==> src/rtl/divider_restoring_seq.sv <==
// Sequential unsigned restoring divider: one quotient bit per clock, start/busy/done handshake.
// Companion to the shift-add multiplier; quotient/remainder hold the last result until the next done.
//
// state | meaning
// IDLE  | waiting for start; outputs hold last result
// CALC  | one shift-subtract step per edge, size steps total
// DONE  | one-cycle done pulse; start here is accepted back-to-back
module divider_restoring_seq #(
    parameter int size = 8
) (
    input  logic            clk,
    input  logic            rst_n,
    input  logic            start,
    input  logic [size-1:0] dividend,
    input  logic [size-1:0] divisor,
    output logic [size-1:0] quotient,
    output logic [size-1:0] remainder,
    output logic            busy,
    output logic            done,
    output logic            div_by_zero
);

    typedef enum logic [1:0] {IDLE, CALC, DONE} state_t;

    localparam int CW = $clog2(size + 1);

    state_t          state_q, state_d;
    logic [size-1:0] prem_q, prem_d;
    logic [size-1:0] dvd_q, dvd_d;
    logic [size-1:0] dsr_q, dsr_d;
    logic [size-1:0] quo_q, quo_d;
    logic [size-1:0] rem_q, rem_d;
    logic [CW-1:0]   cnt_q, cnt_d;
    logic            dbz_q, dbz_d;

    logic [size:0]   shifted;
    logic [size-1:0] diff;
    logic            qbit;

    // Partial remainder stays below the divisor, so the modular size-bit
    // difference is exact whenever the trial subtraction succeeds.
    assign shifted = {prem_q, dvd_q[size-1]};
    assign qbit    = (shifted >= {1'b0, dsr_q});
    assign diff    = shifted[size-1:0] - dsr_q;

    always_ff @(posedge clk or negedge rst_n) begin
        if (!rst_n) begin
            state_q <= IDLE;
            prem_q  <= '0;
            dvd_q   <= '0;
            dsr_q   <= '0;
            quo_q   <= '0;
            rem_q   <= '0;
            cnt_q   <= '0;
            dbz_q   <= 1'b0;
        end else begin
            state_q <= state_d;
            prem_q  <= prem_d;
            dvd_q   <= dvd_d;
            dsr_q   <= dsr_d;
            quo_q   <= quo_d;
            rem_q   <= rem_d;
            cnt_q   <= cnt_d;
            dbz_q   <= dbz_d;
        end
    end

    always_comb begin
        state_d = state_q;
        prem_d  = prem_q;
        dvd_d   = dvd_q;
        dsr_d   = dsr_q;
        quo_d   = quo_q;
        rem_d   = rem_q;
        cnt_d   = cnt_q;
        dbz_d   = dbz_q;

        case (state_q)
            IDLE, DONE: begin
                if (start) begin
                    prem_d = '0;
                    dvd_d  = dividend;
                    dsr_d  = divisor;
                    cnt_d  = '0;
                    if (divisor == '0) begin
                        state_d = DONE;
                        quo_d   = '1;
                        rem_d   = dividend;
                        dbz_d   = 1'b1;
                    end else begin
                        state_d = CALC;
                    end
                end else if (state_q == DONE) begin
                    state_d = IDLE;
                end
            end
            CALC: begin
                prem_d = qbit ? diff : shifted[size-1:0];
                dvd_d  = {dvd_q[size-2:0], qbit};
                cnt_d  = cnt_q + CW'(1);
                if (cnt_q == CW'(size - 1)) begin
                    state_d = DONE;
                    quo_d   = dvd_d;
                    rem_d   = prem_d;
                    dbz_d   = 1'b0;
                end
            end
            default: state_d = IDLE;
        endcase
    end

    assign quotient    = quo_q;
    assign remainder   = rem_q;
    assign div_by_zero = dbz_q;
    assign busy        = (state_q == CALC);
    assign done        = (state_q == DONE);

endmodule

==> config.mk <==
export PLATFORM = sky130hd
export DESIGN_NAME = divider_restoring_seq
export DESIGN_NICKNAME = d
export VERILOG_FILES = /design/src/rtl/divider_restoring_seq.sv
export SDC_FILE = /design/constraint.sdc
export NUM_CORES = 1
export LEC_CHECK = 0
export ABC_AREA = 1
export CORE_MARGIN = 1
export CORE_UTILIZATION = 58
export CTS_CLUSTER_DIAMETER = 150
export DETAILED_ROUTE_END_ITERATION = 7
export GPL_TIMING_DRIVEN = 0
export HOLD_SLACK_MARGIN = 0.1
export PLACE_DENSITY = 0.91
export SLEW_MARGIN = 10
export SYNTH_ARGS = -nofsm -noshare
export SYNTH_HDL_FRONTEND = slang
export SYNTH_SLANG_ARGS = --single-unit
==> constraint.sdc <==
create_clock -name clk -period 5.2 [get_ports clk]
set_clock_uncertainty 0.2 [all_clocks]
set_input_delay 1.04 -clock clk [delete_from_list [all_inputs] [get_ports clk]]
set_output_delay 1.04 -clock clk [all_outputs]
set_load 0.01 [all_outputs]
==> flow_summary_export.csv <==
group,metric,value,unit
global_routing,gr-total-overflow,0,
pwr,p_int,1217,uW
worst_setup_path,cp-start-kind,"flip-flop",
detailed_routing,wl_per_cell,13.76,um
final_layout,nets,424,
pwr,p_total,2307,uW
final_layout,postLayoutCoreUtil,73.07,%
yosys,synthCells,350,
clock_tree,clkTransAtPathRegs,90,ps
timing,fin_hold_ws,270.5,ps
placement,gp_congestion,0.8590,
clock_tree,cts_resized,0,
worst_setup_path,crit_fanout,10,
clock_tree,cts_hold_buffers,0,
global_routing,grt_antenna_before_repair,0,
pwr,power_frac_seq,29.2,%
clock_tree,htree_levels,2,
worst_setup_path,max_stage_delay,580,ps
worst_setup_path,cp_data_required_time,3960,ps
yosys,yosysSeqAreaShare,44.61,%
final_layout,final_layout_size_suffix_gt1_share,6.566,%
timing,post-route-period-util,57.80,%
pwr,power.density,725.2,nW/um2
yosys,synthArstFlopShare,100.0,%
timing,timing.final.crit_period,3006,ps
die,core-area,4354,um2
global_routing,grt_pass1_vias,2406,
final_layout,num-fill-cells,333,
yosys,synth.distinct_cells,26,
final_layout,antenna_cells,0,
timing,drv_slew,0,
pwr,p_comb_share,60.6,%
detailed_routing,antenna_left,0,
pwr,clkPwrFrac,10.2,%
yosys,synth_seq_cells,47,
worst_setup_path,crit_chain,"inv_1, nand2_2, inv_2, buf_2, clkdlybuf4s50_1",
timing,finalSetupViolations,0,
detailed_routing,via_per_inst,5.475,
yosys,avgSynthCellArea,7.532,um2
detailed_routing,drc,0,
die,num_rows,24,
clock_tree,cts_tree,"done",
worst_setup_path,crit_path_end_kind,"primary output",
detailed_routing,drt_iter0_drc,262,
placement,dp_hpwl,4525,um
pwr,swShare,47.27,%
clock_tree,cts-root-buf,"clkbuf_8",
hold_path,hp-class,"reg2reg",
clock_tree,post_cts_buffers,0,
global_routing,grt_pass1_wl,10450,um
final_layout,fin_cells,448,
timing,worst_slew_pin_slew,479.6,ps
worst_setup_path,arrival,1770,ps
yosys,synth_ff_type,"dfrtp_1",
detailed_routing,num_vias,2453,
hold_path,holdPathStages,1,
die,dieArea,4819,um2
timing,rsz0062_at_grt,"false",
detailed_routing,first_pass_iters,5,
pwr,p_switching,1091,uW
worst_setup_path,r2r_slack,2960,ps
worst_setup_path,setup.worst_path.class,"reg2out",
yosys,yosysWarnings,0,
clock_tree,clkLatencyLatePin,300,ps
global_routing,grtUsageTotal,27.10,%
timing,max-slew-margin-rel,68.03,%
placement,placed_cells,440,
clock_tree,cts_buffers,5,
die,chipHeight,69.42,um
hold_path,hold_start,"cnt_q[3]",
final_layout,area_delta_synth_final,20.69,%
die,floorplan.initialDensity,60.55,%
yosys,synth.net_count,379,
timing,fmax,0.3327,GHz
pwr,ir_drop,0.0004222,V
worst_setup_path,regToRegEndpoint,"remainder[2]",
timing,finalSetupTns,0,ps
placement,portBuffers,37,
worst_setup_path,path_buf_inv,4,
run_status,status,"finished, final reports clean",
run,drv_cap,0,
pwr,p_leak,0.001639,uW
global_routing,grt_max_degree,31,
clock_tree,clock-sinks,47,
yosys,synth_edf_count,0,
final_layout,final_cell_mix,"nand2_1, inv_1, dfrtp_1",
die,die_w,69.42,um
detailed_routing,wl,6163,um
yosys,synth_area,2636,um2
timing,finalHoldViolations,0,
worst_setup_path,r2r_start,"prem_q[1]",
worst_setup_path,critical_path.top_delay_family,"buffers and inverters",
die,io_pins,38,
worst_setup_path,slowest_stage,"clkdlybuf4s50_1",
clock_tree,cts_buffer_depth,2,
worst_setup_path,reg2reg_depth,11,
final_layout,layout_commonest_cell,"nand2_1",
hold_path,whs_endpoint,"cnt_q[3]",
==> worst reg2reg max path, stage by stage (launching register included) <==
cell     delay, ps
dfrtp_1        410
ha_1           390
nand2_1        110
nand2_1         60
nand2_1         90
nand2_1         60
nand2_1         70
nand4_2        270
nand3_1        220
nand3_1        120
nand2_1         90
inv_1           50
==> power by group through the flow <==
stage                     Sequential, uW  Combinational [uW]  Clock [uW]
after CTS                            672                1390         239
after floorplan                      683                 925           0
final                                674                1400         235
after global placement               665                1310           0
after detailed placement             676                1370           0
after global routing                 697                1560         253
==> cell usage after synthesis, drive strengths merged, types with 5 or more instances <==
cell,instances,area [um2]
buf,7,47.54
nand2,89,346.6
o21ai,27,135.1
a21oi,9,45.04
ha,9,112.6
or2,8,50.05
nand4,12,81.33
nand3,37,190.2
inv,51,191.4
dfrtp,47,1176
nor2,40,157.7
clkbuf,5,18.77
==> per-layer routing <==
metal / vias up / wire length (um) / global-route usage (%)
met5: - / 0 / 0
met4: 0 / 143 / 8.163
met3: 19 / 404 / 5.814
met2: 100 / 3045 / 46.60
met1: 1137 / 2570 / 34.20
li1: 1197 / - / -
==> cells by family (layout without fill, tap and decap cells) <==
group           count (synthesis)  after routing  share of synthesized area (%)
fa+ha+maj                      10             10                          5.031
flops                          47             47                          44.61
compound gates                 40             40                          8.021
buf+inv                        63            109                          9.777
simple gates                  187            187                          31.56
xor+xnor                        3              3                         0.9969
==> worst max-delay path by stage <==
stage                    to  depth (start not counted)  startpoint
6_report               busy                          5  state_q[1]
5_1_grt                busy                          5  state_q[1]
4_1_cts                busy                          5  state_q[1]
3_5_place_dp   remainder[7]                         12  divisor[3]
3_3_place_gp   remainder[7]                          1       rst_n
2_1_floorplan  remainder[7]                         11  divisor[3]
==> through the flow <==
stage / instance area, um2 / setup slack (ps)
after floorplan: 2636 / 2994
after global placement: 3072 / 1655
after detailed placement: 3087 / 2308
after CTS: 3182 / 2197
after global routing: 3182 / 2126
final: 3182 / 2194
==> sequential cells by signal, summed over array words and instances (netlist names) <==
register,flops
state_q,2
div_by_zero,1
cnt_q,4
prem_q,8
remainder,8
dvd_q,8
quotient,8
dsr_q,8
==> area by class of cell <==
cell class	count	area, um2	area share, %
Clock inverter	1	8.758	0.2753
Timing Repair Buffer	38	385.4	12.11
Buffer	12	66.31	2.084
Multi-Input combinational cell	240	1202	37.79
Clock buffer	7	86.33	2.713
Sequential cell	47	1176	36.96
Inverter	51	191.4	6.017
Tap cell	52	65.06	2.045
No activity file was read; power rests on OpenSTA's default activity.
